===== src/rtl/vga_timing_pkg.sv =====
// Shared types and helpers for the VGA timing decoder: lock FSM states,
// default counter width and a saturating increment.
package vga_timing_pkg;

    localparam int unsigned RES_SIZE = 10;

    typedef enum logic [1:0] {
        ST_SEARCH,
        ST_MEASURE,
        ST_LOCKED
    } state_e;

    function automatic logic [31:0] sat_inc(input logic [31:0] value,
                                            input logic [31:0] max_value);
        return (value >= max_value) ? max_value : value + 32'd1;
    endfunction

endpackage


===== src/rtl/sync_pulse_meter.sv =====
// Measures an active-low sync stream on a tick enable: period between falls,
// low-run width, position since the last fall, fall pulse and saturation.
module sync_pulse_meter
    import vga_timing_pkg::*;
#(
    parameter int unsigned Width = RES_SIZE
) (
    input  logic             clk_i,
    input  logic             rst_ni,
    input  logic             tick_i,
    input  logic             sync_ni,
    output logic [Width-1:0] period_o,
    output logic [Width-1:0] width_o,
    output logic [Width-1:0] pos_o,
    output logic             fall_o,
    output logic             fall_det_o,
    output logic             sat_det_o
);

    localparam logic [Width-1:0] MaxVal = '1;
    localparam logic [Width-1:0] PreMax = {{(Width-1){1'b1}}, 1'b0};
    localparam logic [Width-1:0] One    = {{(Width-1){1'b0}}, 1'b1};

    function automatic logic [Width-1:0] inc(input logic [Width-1:0] v);
        return Width'(sat_inc(32'(v), 32'(MaxVal)));
    endfunction

    logic             prev_q, prev_d;
    logic [Width-1:0] pos_q, pos_d;
    logic [Width-1:0] low_q, low_d;
    logic [Width-1:0] period_q, period_d;
    logic [Width-1:0] width_q, width_d;
    logic             fall_q;
    logic             fall, rise;

    assign fall = tick_i && prev_q && !sync_ni;
    assign rise = tick_i && !prev_q && sync_ni;

    always_comb begin
        prev_d   = prev_q;
        pos_d    = pos_q;
        low_d    = low_q;
        period_d = period_q;
        width_d  = width_q;
        if (tick_i) begin
            prev_d = sync_ni;
            if (fall) begin
                pos_d    = '0;
                period_d = inc(pos_q);
                low_d    = One;
            end else begin
                pos_d = inc(pos_q);
                if (!sync_ni) begin
                    low_d = inc(low_q);
                end
            end
            // Low run is complete on the rise; latch the count before it restarts.
            if (rise) begin
                width_d = low_q;
            end
        end
    end

    always_ff @(posedge clk_i or negedge rst_ni) begin
        if (!rst_ni) begin
            prev_q   <= 1'b1;
            pos_q    <= '0;
            low_q    <= '0;
            period_q <= '0;
            width_q  <= '0;
            fall_q   <= 1'b0;
        end else begin
            prev_q   <= prev_d;
            pos_q    <= pos_d;
            low_q    <= low_d;
            period_q <= period_d;
            width_q  <= width_d;
            fall_q   <= fall;
        end
    end

    assign period_o   = period_q;
    assign width_o    = width_q;
    assign pos_o      = pos_q;
    assign fall_o     = fall_q;
    assign fall_det_o = fall;
    assign sat_det_o  = tick_i && !fall && (pos_q == PreMax);

endmodule


===== src/rtl/vga_timing_decoder.sv =====
// Receive-side VGA timing decoder: recovers x/y position from hsync/vsync,
// measures line/frame geometry and locks once it is stable for LockFrames frames.
module vga_timing_decoder
    import vga_timing_pkg::*;
#(
    parameter int unsigned ResolutionSize = RES_SIZE,
    parameter int unsigned LockFrames     = 2
) (
    input  logic                      Clock,
    input  logic                      Reset,
    input  logic                      PixelClock,
    input  logic                      hsync,
    input  logic                      vsync,
    output logic [ResolutionSize-1:0] xpos,
    output logic [ResolutionSize-1:0] ypos,
    output logic [ResolutionSize-1:0] LineLength,
    output logic [ResolutionSize-1:0] HSyncWidth,
    output logic [ResolutionSize-1:0] FrameLines,
    output logic [ResolutionSize-1:0] VSyncWidth,
    output logic                      LineEnd,
    output logic                      FrameEnd,
    output logic                      Locked,
    output logic                      TimingError
);

    localparam logic [ResolutionSize-1:0] MaxVal = '1;

    function automatic logic [ResolutionSize-1:0] inc(input logic [ResolutionSize-1:0] v);
        return ResolutionSize'(sat_inc(32'(v), 32'(MaxVal)));
    endfunction

    logic h_fall, h_sat, v_fall, v_sat;

    sync_pulse_meter #(.Width(ResolutionSize)) u_hsync_meter (
        .clk_i      (Clock),
        .rst_ni     (Reset),
        .tick_i     (PixelClock),
        .sync_ni    (hsync),
        .period_o   (LineLength),
        .width_o    (HSyncWidth),
        .pos_o      (xpos),
        .fall_o     (LineEnd),
        .fall_det_o (h_fall),
        .sat_det_o  (h_sat)
    );

    // Vertical meter ticks once per line, so a vsync fall shares the enable of an hsync fall.
    sync_pulse_meter #(.Width(ResolutionSize)) u_vsync_meter (
        .clk_i      (Clock),
        .rst_ni     (Reset),
        .tick_i     (h_fall),
        .sync_ni    (vsync),
        .period_o   (FrameLines),
        .width_o    (VSyncWidth),
        .pos_o      (ypos),
        .fall_o     (FrameEnd),
        .fall_det_o (v_fall),
        .sat_det_o  (v_sat)
    );

    state_e                    state_q, state_d;
    logic [2:0]                match_q, match_d;
    logic [ResolutionSize-1:0] stored_len_q, stored_len_d;
    logic [ResolutionSize-1:0] stored_lines_q, stored_lines_d;
    logic [ResolutionSize-1:0] ref_len_q, ref_len_d;
    logic                      first_q, first_d;
    logic                      cons_q, cons_d;
    logic                      terr_q, terr_d;

    logic [ResolutionSize-1:0] new_len, new_lines;
    logic                      frame_ok, pair_eq;

    assign new_len   = inc(xpos);
    assign new_lines = inc(ypos);
    assign frame_ok  = cons_q && (first_q || (new_len == ref_len_q));
    assign pair_eq   = (new_len == stored_len_q) && (new_lines == stored_lines_q);

    // The line closed by a vsync fall still belongs to the ending frame.
    always_comb begin
        ref_len_d = ref_len_q;
        first_d   = first_q;
        cons_d    = cons_q;
        if (h_fall) begin
            if (v_fall) begin
                first_d = 1'b1;
                cons_d  = 1'b1;
            end else if (first_q) begin
                ref_len_d = new_len;
                first_d   = 1'b0;
            end else if (new_len != ref_len_q) begin
                cons_d = 1'b0;
            end
        end
    end

    always_comb begin
        state_d        = state_q;
        match_d        = match_q;
        stored_len_d   = stored_len_q;
        stored_lines_d = stored_lines_q;
        terr_d         = 1'b0;
        if (h_sat || v_sat) begin
            terr_d  = 1'b1;
            state_d = ST_SEARCH;
            match_d = '0;
        end else begin
            unique case (state_q)
                ST_SEARCH: begin
                    if (v_fall) begin
                        state_d = ST_MEASURE;
                        match_d = '0;
                    end
                end
                ST_MEASURE: begin
                    if (v_fall) begin
                        if (frame_ok && pair_eq) begin
                            match_d = match_q + 3'd1;
                        end else begin
                            stored_len_d   = new_len;
                            stored_lines_d = new_lines;
                            match_d        = {2'b00, frame_ok};
                        end
                        if (match_d == 3'(LockFrames)) begin
                            state_d = ST_LOCKED;
                        end
                    end
                end
                ST_LOCKED: begin
                    if ((h_fall && (new_len != stored_len_q)) ||
                        (v_fall && (new_lines != stored_lines_q))) begin
                        terr_d  = 1'b1;
                        state_d = ST_MEASURE;
                        match_d = '0;
                    end
                end
                default: state_d = ST_SEARCH;
            endcase
        end
    end

    always_ff @(posedge Clock or negedge Reset) begin
        if (!Reset) begin
            state_q        <= ST_SEARCH;
            match_q        <= '0;
            stored_len_q   <= '0;
            stored_lines_q <= '0;
            ref_len_q      <= '0;
            first_q        <= 1'b1;
            cons_q         <= 1'b1;
            terr_q         <= 1'b0;
        end else begin
            state_q        <= state_d;
            match_q        <= match_d;
            stored_len_q   <= stored_len_d;
            stored_lines_q <= stored_lines_d;
            ref_len_q      <= ref_len_d;
            first_q        <= first_d;
            cons_q         <= cons_d;
            terr_q         <= terr_d;
        end
    end

    assign Locked      = (state_q == ST_LOCKED);
    assign TimingError = terr_q;

endmodule


===== config.mk =====
export PLATFORM = sky130hd
export DESIGN_NAME = vga_timing_decoder
export DESIGN_NICKNAME = d
export VERILOG_FILES = /design/src/rtl/vga_timing_pkg.sv /design/src/rtl/sync_pulse_meter.sv /design/src/rtl/vga_timing_decoder.sv
export SDC_FILE = /design/constraint.sdc
export NUM_CORES = 1
export LEC_CHECK = 0
export CAP_MARGIN = 20
export CELL_PAD_IN_SITES_DETAIL_PLACEMENT = 1
export CELL_PAD_IN_SITES_GLOBAL_PLACEMENT = 1
export CORE_MARGIN = 3
export CORE_UTILIZATION = 40
export DETAILED_ROUTE_END_ITERATION = 8
export GPL_ROUTABILITY_DRIVEN = 0
export MAX_ROUTING_LAYER = met4
export PLACE_DENSITY = 0.79
export SYNTH_ARGS = -nofsm -noshare
export SYNTH_HDL_FRONTEND = slang
export SYNTH_SLANG_ARGS = --single-unit

===== constraint.sdc =====
create_clock -name Clock -period 3.4 [get_ports Clock]
set_input_delay 0.34 -clock Clock [delete_from_list [all_inputs] [get_ports Clock]]
set_output_delay 0.34 -clock Clock [all_outputs]
set_load 0.01 [all_outputs]

==> metrics.txt, run 1 <==
Clock Pin Slew Worst Setup and Hold Paths=approximately 60 ps; worst-skew pair later-pin latency=430 ps; RR Endpoint=stored_lines_q[9]$_DFFE_PN0P_; CTS tree=yes; top cell type by total area after synthesis=dfrtp_1; Post-synth top cells=dfrtp_1, nand2_1, o21ai_0; Required @ worst endpoint=approximately 3700 ps; Compound-Gate Fraction of Synth Area=0.1803; adder-cell share of the synthesized area=0.01508; final setup vio count=0; worst slack, placed=-102.3 ps; Mapped Cells=between 600 and 700; maximum clock rate=~300 MHz; IO Count=69; Final HPWL DP=roughly 14000 um; Critical Path AT=approximately 3600 ps; Setup CP Type=register to register; async set-reset flop share out of synthesis=1.000; first-pass GRT wire length=roughly 33000 um; worst rel slew slack=0.5263; post-synthesis cell type count=69; Critical Path Fanout Max=10; grt ovf=0; Root Driver=clkbuf_16; Pins Over Slew Limit=0; Worst R2R Path Depth=11; Detailed Route Iter0 Violations=507; skew final=between 6 and 7 ps; GRT Overall Usage=0.2363; Synth Cell Area=~6500 um^2; CTS buffer count=17; Max Cap Viol=0; DRC viols=0; worst min path class=input pin to asynchronous set/reset pin; final setup TNS=0 ps; main combinational cell family by area after synthesis=compound AO/OA/AOI/OAI gates; Synth Area in XOR/XNOR=0.02648; syn_area_per_cell=9.605 um^2; reg2reg start=u_hsync_meter.pos_o[0]$_DFFE_PN0P_; simple-gate share of the synthesized area=0.1753; ys flop type=dfrtp_1; Critical Path Sink Type=register; port buffer count=68; post-synthesis mux area share=0.08446; clock sink count=approximately 120; largest net degree at the start of global routing=slightly above 90; nets@finish=~780; multi-input logic area=3163 um^2; drt pass-1 iters=4; die height=roughly 130 um; status=finished clean; vias in the first global route=roughly 6k; area grow syn2layout=28.39%; Yosys reg bits=between 100 and 150; post-synth net total=approximately 690; row count=between 40 and 50; fin crit period=about 3300 ps; initial antenna violation count=0; maximum clock insertion buffer count=2; vias per inst=5.786; Yosys warnings=0; Synth top area share=0.4561; antenna cells=0; vias=about 5.8k; FF+latch area=a little over 3000 um^2; die area=17750 um^2; leakage=about 3.5 nW; most frequent cell after synthesis=dfrtp_1; flop2flop setup slack=100 ps; fin worst setup slack=103.0 ps; VDD IR max=roughly 0.00039 V; Worst Setup Start Kind=register; core area=15540 um^2; power per cell area=approximately 700 nW/um^2; Final Hold Viols=0; layout cell share with drive strength beyond 1=0.1737; fill count=approximately 1.8k; # H-tree levels=4; chip width=133.2 um; total power=about 0.0057 W; starting density of the core=0.4166; Routed WL=between 20000 and 25000 um; EDFF count, synth=0; Final ANT Viol Nets=0; hold slack=394.4 ps; top cells by area, synth=dfrtp_1, mux2_2, nand2_1; per-cell routed wire length=a little over 20 um; period utilisation layout=0.9697; worst slew pin tran=708.8 ps; register area share after synthesis=0.4724
timing repair:
| item | in CTS | in global routing |
|---|---|---|
| setup buffers | 0 | 1 |
| gates cloned | 0 | 0 |
| gates resized for setup | 1 | 10 |
| setup endpoints to repair | 17 | 18 |
| hold buffers | 1 | 0 |
| pin swaps | 0 | 1 |
| endpoints found under the hold margin | 30 | 0 |
report_power, final:
group	switching, W	total [W]	leakage, nW	internal, W
Clock	0.000720	0.00192	0.292	0.00120
Sequential	0.000327	0.00210	1.57	0.00177
Combinational	0.000878	0.00173	1.69	0.000851
Total	0.00192	0.00574	3.55	0.00382
sequential cells by signal (all words and copies together), names as in the netlist, 2 cells and up:
name	count
u_vsync_meter.pos_o	10
u_vsync_meter.width_o	10
ref_len_q	10
u_hsync_meter.width_o	10
u_hsync_meter.pos_o	10
u_hsync_meter.low_q	10
stored_lines_q	10
u_vsync_meter.low_q	10
u_vsync_meter.period_o	10
stored_len_q	10
state_q	2
match_q	3
u_hsync_meter.period_o	10
routing by layer:
layer | track usage | part of all wire | vias up
met5 | - | 0 | -
met4 | 0.07257 | 0.017 | 0
met3 | 0.03965 | 0.035 | 29
met2 | 0.3905 | 0.51 | 134
met1 | 0.2995 | 0.44 | 2950
li1 | - | - | 2638
worst max path at each step:
stage,endpoint,cells after the start,from,slack [ps]
6_report,stored_lines_q[9]$_DFFE_PN0P_,11,u_hsync_meter.pos_o[0]$_DFFE_PN0P_,100
4_1_cts,stored_len_q[1]$_DFFE_PN0P_,11,u_hsync_meter.pos_o[5]$_DFFE_PN0P_,140
3_5_place_dp,stored_len_q[1]$_DFFE_PN0P_,11,u_hsync_meter.pos_o[5]$_DFFE_PN0P_,-100
3_3_place_gp,stored_len_q[2]$_DFFE_PN0P_,11,u_hsync_meter.pos_o[5]$_DFFE_PN0P_,50
2_1_floorplan,stored_lines_q[0]$_DFFE_PN0P_,12,u_hsync_meter.pos_o[0]$_DFFE_PN0P_,60
5_1_grt,stored_lines_q[9]$_DFFE_PN0P_,11,u_hsync_meter.pos_o[0]$_DFFE_PN0P_,-5
placed cells by master, fill, tap and decap left out, drive strengths merged, types with 5 or more instances in the layout:
cell	count
dfrtp	118
ha	7
xor2	5
nand3	29
clkbuf	19
a31oi	18
mux2i	16
and4	7
and3	12
xnor2	12
a211oi	6
o21ai	50
nor4	8
nand2	73
a21oi	40
nand4	6
or3	5
nor2	41
o31ai	6
o22ai	11
and2	8
o211ai	6
inv	37
nor3	10
buf	48
clkdlybuf4s50	67
mux2	32
o22a	6
nor2b	10
layout make-up:
class                   count  area share
multi-input cells         479      0.3806
flip-flops and latches    122      0.3682
repair buffers            116      0.1298
clock buffers              19     0.05449
well taps                 211     0.03176
clock inverters            13     0.01987
inverters                  34     0.01535
kinds of logic after synthesis:
group | Yosys count
AOI/OAI and AO/OA | 181
xor gates and xnor gates | 18
adders and majority gates | 8
buffers and inverters | 73
DFF | 122
muxes | 48
and+or+nand+nor | 224
critical path, stage by stage (launching register included):
cell	delay (ps)
dfrtp_1	360
ha_1	180
nand3_1	180
or3_4	450
mux2_4	310
xnor2_1	140
or4_4	520
nor4_4	300
and2_4	210
nor2_4	50
buf_12	150
mux2_4	300
through the flow:
| stage | cell area [um^2] | util | std cells |
|---|---|---|---|
| after floorplan | 6474 | - | 674 |
| after global placement | 7616 | 0.4901 | 960 |
| after detailed placement | 7616 | 0.4901 | 960 |
| after CTS | 8249 | 0.5308 | 993 |
| after global routing | 8312 | 0.5349 | 994 |
| final | 8312 | 0.5349 | 994 |
No activity file was read; power rests on OpenSTA's default activity.
==> run 2, diff against run 1 <==
--- a/config.mk
+++ b/config.mk
@@ -17,3 +17,4 @@
 export SYNTH_ARGS = -nofsm -noshare
 export SYNTH_HDL_FRONTEND = slang
 export SYNTH_SLANG_ARGS = --single-unit
+export TNS_END_PERCENT = 1
==> metrics.txt, run 2 (synthesis gave the netlist of run 1 again) <==
status=finished clean; most frequent cells in the layout=dfrtp_1, nand2_1, clkdlybuf4s50_1; Critical Path Fanout Max=10 (unchanged); GRT Overall Usage=0.2363 (unchanged); vias=5731 (-0.35%); clock sink count=122 (unchanged); row count=45 (unchanged); Required @ worst endpoint=3700 ps (about the same); fin cells=994 (unchanged); Routed WL=19820 um (-1.0%); Root Driver=clkbuf_16; maximum clock rate=301.0 MHz (-0.76%); IO Count=69 (unchanged); CTS tree=yes; Final HPWL DP=13560 um (unchanged); flop2flop setup slack=80 ps (-30 ps); area grow syn2layout=27.93%; largest net degree at the start of global routing=93 (unchanged); Max Cap Viol=0 (unchanged); leakage=3.540 nW (-0.22%); reg2reg start=u_hsync_meter.pos_o[0]$_DFFE_PN0P_; Setup CP Type=register to register; core area=15540 um^2 (unchanged); starting density of the core=0.4166 (unchanged); period utilisation layout=0.9771 (+0.007433); die area=17750 um^2 (unchanged); power per cell area=692.2 nW/um^2 (+0.16%); chip width=133.2 um (unchanged); die height=133.2 um (unchanged); drt pass-1 iters=4 (unchanged); maximum clock insertion buffer count=2 (unchanged); Clock Pin Slew Worst Setup and Hold Paths=60 ps (about the same); port buffer count=68 (unchanged); Pins Over Slew Limit=0 (unchanged); per-cell routed wire length=19.94 um (-1.0%); CTS buffer count=17 (unchanged); placed insts=960 (unchanged); # H-tree levels=4 (unchanged); VDD IR max=0.0003843 V (-0.42%); first-pass GRT wire length=32880 um (unchanged); Detailed Route Iter0 Violations=468 (-7.7%); multi-input logic area=3136 um^2 (-0.87%); Final ANT Viol Nets=0 (unchanged); worst slew pin tran=694.2 ps (-14.61 ps); vias in the first global route=6140 (unchanged); final setup vio count=0 (unchanged); Final Hold Viols=0 (unchanged); nets@finish=782 (unchanged); worst-skew pair later-pin latency=430 ps (about the same); worst rel slew slack=0.5361 (+0.009763); skew final=6.928 ps (+0.2480 ps); DRC viols=0 (unchanged); initial antenna violation count=0 (unchanged); worst min path class=input pin to asynchronous set/reset pin; commonest non-fill, non-tap cell in the layout=dfrtp_1; RSZ-0062 raised after global routing=true; antenna cells=0 (unchanged); total power=0.005732 W (-0.20%); layout cell share with drive strength beyond 1=0.1673 (-0.006386); fill count=1764 (+0.28%); vias per inst=5.766 (-0.35%); Critical Path AT=3630 ps (+30 ps); RR Endpoint=stored_lines_q[9]$_DFFE_PN0P_; FF+latch area=3058 um^2 (about the same); Worst R2R Path Depth=11 (unchanged); grt ovf=0 (unchanged); fin crit period=3322 ps (+25.27 ps); Worst Setup Start Kind=register; Critical Path Sink Type=register
[run 2: cell type report]
cell class                 instances  share of cell area
multi-input combinational        479              0.3786
sequential                       122              0.3692
timing repair buffer             116              0.1302
clock buffer                      19             0.05469
tap                              211             0.03188
clock inverter                    13             0.01994
inverter                          34             0.01541
[run 2: worst max path at each step]
| stage | from | endpoint | slack [ps] | cells past startpoint |
|---|---|---|---|---|
| 3_5_place_dp | u_hsync_meter.pos_o[5]$_DFFE_PN0P_ | stored_len_q[1]$_DFFE_PN0P_ | -100 | 11 |
| 4_1_cts | u_hsync_meter.pos_o[5]$_DFFE_PN0P_ | stored_len_q[1]$_DFFE_PN0P_ | 140 | 11 |
| 5_1_grt | u_hsync_meter.pos_o[5]$_DFFE_PN0P_ | stored_lines_q[9]$_DFFE_PN0P_ | -40 | 11 |
| 3_3_place_gp | u_hsync_meter.pos_o[5]$_DFFE_PN0P_ | stored_len_q[2]$_DFFE_PN0P_ | 50 | 11 |
| 6_report | u_hsync_meter.pos_o[0]$_DFFE_PN0P_ | stored_lines_q[9]$_DFFE_PN0P_ | 80 | 11 |
| 2_1_floorplan | u_hsync_meter.pos_o[0]$_DFFE_PN0P_ | stored_lines_q[0]$_DFFE_PN0P_ | 60 | 12 |
[run 2: per-stage QoR]
| stage | setup slack, ps | util | instance area, um^2 | TNS (ps) | hold slack (ps) |
|---|---|---|---|---|---|
| 2_1_floorplan | 57.62 | - | 6474 | 0 | 44.41 |
| 3_3_place_gp | 49.21 | 0.4901 | 7616 | 0 | 296.8 |
| 3_5_place_dp | -102.3 | 0.4901 | 7616 | -748.7 | 306.5 |
| 4_1_cts | 142.9 | 0.5308 | 8249 | 0 | 394.0 |
| 5_1_grt | -36.95 | 0.5329 | 8282 | -113.8 | 434.5 |
| 6_report | 77.77 | 0.5329 | 8282 | 0 | 394.5 |
[run 2: what timing repair did]
| action | in CTS | in global routing |
|---|---|---|
| buffers inserted | 0 | 1 |
| hold buffers | 1 | 0 |
| endpoints found under the hold margin | 30 | 0 |
| pin swaps | 0 | 1 |
| gates resized for setup | 1 | 3 |
| endpoints found under the setup margin | 17 | 18 |
[run 2: worst max-delay path: stages, from the launching register on]
cell     delay [ps]
dfrtp_1         360
ha_1            180
nand3_1         160
or3_1           450
mux2_2          350
xnor2_1         150
or4_4           520
nor4_4          300
and2_4          210
nor2_4           50
buf_12          150
mux2_4          300
[run 2: layer usage]
| metal | global-route usage | vias to the layer above | share of wire |
|---|---|---|---|
| li1 | - | 2644 | - |
| met1 | 0.2995 | 2938 | 0.44 |
| met2 | 0.3905 | 124 | 0.51 |
| met3 | 0.03965 | 25 | 0.038 |
| met4 | 0.07257 | 0 | 0.016 |
| met5 | - | - | 0 |
[run 2: power breakdown]
part | internal, W | switching [W] | leakage [nW]
Sequential | 0.00177 | 0.000328 | 1.57
Clock | 0.00120 | 0.000717 | 0.292
Combinational | 0.000847 | 0.000874 | 1.68
==> run 3, diff against run 2 <==
--- a/config.mk
+++ b/config.mk
@@ -9,11 +9,12 @@
 export CELL_PAD_IN_SITES_DETAIL_PLACEMENT = 1
 export CELL_PAD_IN_SITES_GLOBAL_PLACEMENT = 1
 export CORE_MARGIN = 3
-export CORE_UTILIZATION = 40
+export CORE_UTILIZATION = 41
+export CTS_BUF_LIST = sky130_fd_sc_hd__clkbuf_2
 export DETAILED_ROUTE_END_ITERATION = 8
 export GPL_ROUTABILITY_DRIVEN = 0
 export MAX_ROUTING_LAYER = met4
-export PLACE_DENSITY = 0.79
+export PLACE_DENSITY = 0.8
 export SYNTH_ARGS = -nofsm -noshare
 export SYNTH_HDL_FRONTEND = slang
 export SYNTH_SLANG_ARGS = --single-unit
==> metrics.txt, run 3 (synthesis gave the netlist of run 1 again) <==
power per cell area=597.2 nW/um^2 (-14%); switching power=0.001733 W (-9.7%); layout cell share with drive strength beyond 1=0.1577 (-0.009613); Cell Chain, Critical Path=buf_4 -> and4_1 -> nand3_2 -> and3_1 -> xnor2_1 -> or4_4 -> nor4_4 -> and2_4 -> nor2_4 -> mux2_4; first-pass GRT wire length=31280 um (-4.9%); vias in the first global route=5999 (-2.3%); # H-tree levels=4 (unchanged); maximum clock rate=306.0 MHz (+1.7%); most frequent cells in the layout=dfrtp_1, nand2_1, clkdlybuf4s50_1; Logic pwr share=0.370 (+0.070); worst slack, placed=51.06 ps (+153.3 ps); leakage=3.367 nW (-4.9%); fill count=1758 (-0.34%); CP top delay family=simple AND/OR/NAND/NOR gates; initial antenna violation count=1 (+1); status=finished clean; RSZ-0062 raised after global routing=false; starting density of the core=0.4227 (+0.006126); CTS buffer count=17 (unchanged); fin crit period=3268 ps (-53.99 ps); area grow syn2layout=21.07%; drt pass-1 iters=5 (+1); FF+latch area=3058 um^2 (unchanged); Cell Int Power=0.002948 W (-23%); Clock power frac=0.187 (-0.147); row count=45 (unchanged); Required @ worst endpoint=3980 ps (+280 ps); commonest non-fill, non-tap cell in the layout=dfrtp_1; VDD IR max=0.0003116 V (-19%); Root Driver=clkbuf_2; grt ovf=0 (unchanged); final setup TNS=0 ps (unchanged); port buffer count=68 (unchanged); nets@finish=780 (-0.26%); postcts setup bufs=0 (unchanged); chip width=131.7 um (-1.2%); Routed WL=19100 um (-3.7%); Crit-path slowest cell=or4_4; IO Count=69 (unchanged); Critical Path AT=3850 ps (+220 ps); clock sink count=122 (unchanged); Final HPWL DP=13860 um (+2.2%); Switching Share=0.3701 (+0.03539); period utilisation layout=0.9612 (-0.01588); Critical Path Sink Type=register; die height=131.7 um (-1.2%); Pins Over Slew Limit=0 (unchanged); vias=5768 (+0.65%); crit path buf inv count=1 (unchanged); Critical Path Fanout Max=11 (+1); Final Hold Viols=0 (unchanged); largest net degree at the start of global routing=45 (-52%); Detailed Route Iter0 Violations=418 (-11%); Worst Setup Start Kind=register; worst slew pin tran=711.5 ps (+17.34 ps); GRT Overall Usage=0.2292 (-0.007180); Max Cap Viol=0 (unchanged); core area=15310 um^2 (-1.4%); worst rel slew slack=0.5245 (-0.01159); worst-skew pair later-pin latency=700 ps (+270 ps); multi-input logic area=3129 um^2 (-0.20%); Max stage delay on crit path=550 ps (+30 ps); fin worst setup slack=131.8 ps (+53.99 ps); skew final=34.53 ps (+27.60 ps); Final ANT Viol Nets=0 (unchanged); CTS tree=yes; Clock Pin Slew Worst Setup and Hold Paths=190 ps (+130 ps); Setup CP Type=register to register; DRC viols=0 (unchanged); maximum clock insertion buffer count=2 (unchanged); die area=17330 um^2 (-2.3%); vias per inst=5.815 (+0.85%); final setup vio count=0 (unchanged); power share of the sequential group=0.443 (+0.077); per-cell routed wire length=19.25 um (-3.5%); worst min path class=input pin to asynchronous set/reset pin
run 3: layer usage:
layer / wire [um] / part of all wire / global-route usage
met1: 8356 / 0.44 / 0.2846
met4: 565 / 0.030 / 0.09685
met5: 0 / 0 / -
met2: 9212 / 0.48 / 0.3708
met3: 965 / 0.051 / 0.04058
run 3: cell type report:
type                    instances  share of cell area
well taps                     211             0.03368
clock inverters                11             0.01341
diodes                          1           0.0003193
multi-input cells             479              0.3993
repair buffers                114              0.1341
inverters                      34             0.01628
flip-flops and latches        122              0.3902
clock buffers                  20             0.01277
run 3: path summary, 6_finish.rpt:
path                       slack, ps                               endpoint                                  start  cells after the start
hold / removal                   160  u_vsync_meter.period_o[9]$_DFFE_PN0P_                                  Reset                      2
setup reg to reg                 130          stored_lines_q[9]$_DFFE_PN0P_     u_hsync_meter.pos_o[2]$_DFFE_PN0P_                     10
min in group Clock               280       u_vsync_meter.prev_q$_DFFE_PN1P_                                  vsync                      3
max in group asynchronous       2320       u_hsync_meter.prev_q$_DFFE_PN1P_                                  Reset                      3
hold reg to reg                  510  u_vsync_meter.period_o[1]$_DFFE_PN0P_  u_vsync_meter.period_o[1]$_DFFE_PN0P_                      2
setup / recovery                 130          stored_lines_q[9]$_DFFE_PN0P_     u_hsync_meter.pos_o[2]$_DFFE_PN0P_                     10
run 3: what timing repair did:
action | in CTS | in global routing
endpoints found under the hold margin | 41 | 0
resized for setup | 1 | 2
pin swaps | 0 | 1
endpoints found under the setup margin | 4 | 19
hold buffers | 1 | 0
run 3: power groups by stage:
stage | logic (W) | clock network [W] | registers (W)
finish | 0.00173 | 0.000875 | 0.00207
global route | 0.00190 | 0.000965 | 0.00212
CTS | 0.00174 | 0.000903 | 0.00207
detailed placement | 0.00172 | 0 | 0.00210
global placement | 0.00166 | 0 | 0.00208
floorplan | 0.000928 | 0 | 0.00208
run 3: metrics by stage:
step / instances / instance area [um^2] / total power, W / hold slack, ps / util
2_1_floorplan: 674 / 6474 / 0.003005 / 44.41 / -
3_3_place_gp: 959 / 7609 / 0.003734 / 383.5 / 0.4968
3_5_place_dp: 959 / 7609 / 0.003818 / 390.4 / 0.4968
4_1_cts: 991 / 7829 / 0.004709 / 113.5 / 0.5112
5_1_grt: 992 / 7838 / 0.004987 / 168.5 / 0.5118
6_report: 992 / 7838 / 0.004681 / 164.3 / 0.5118
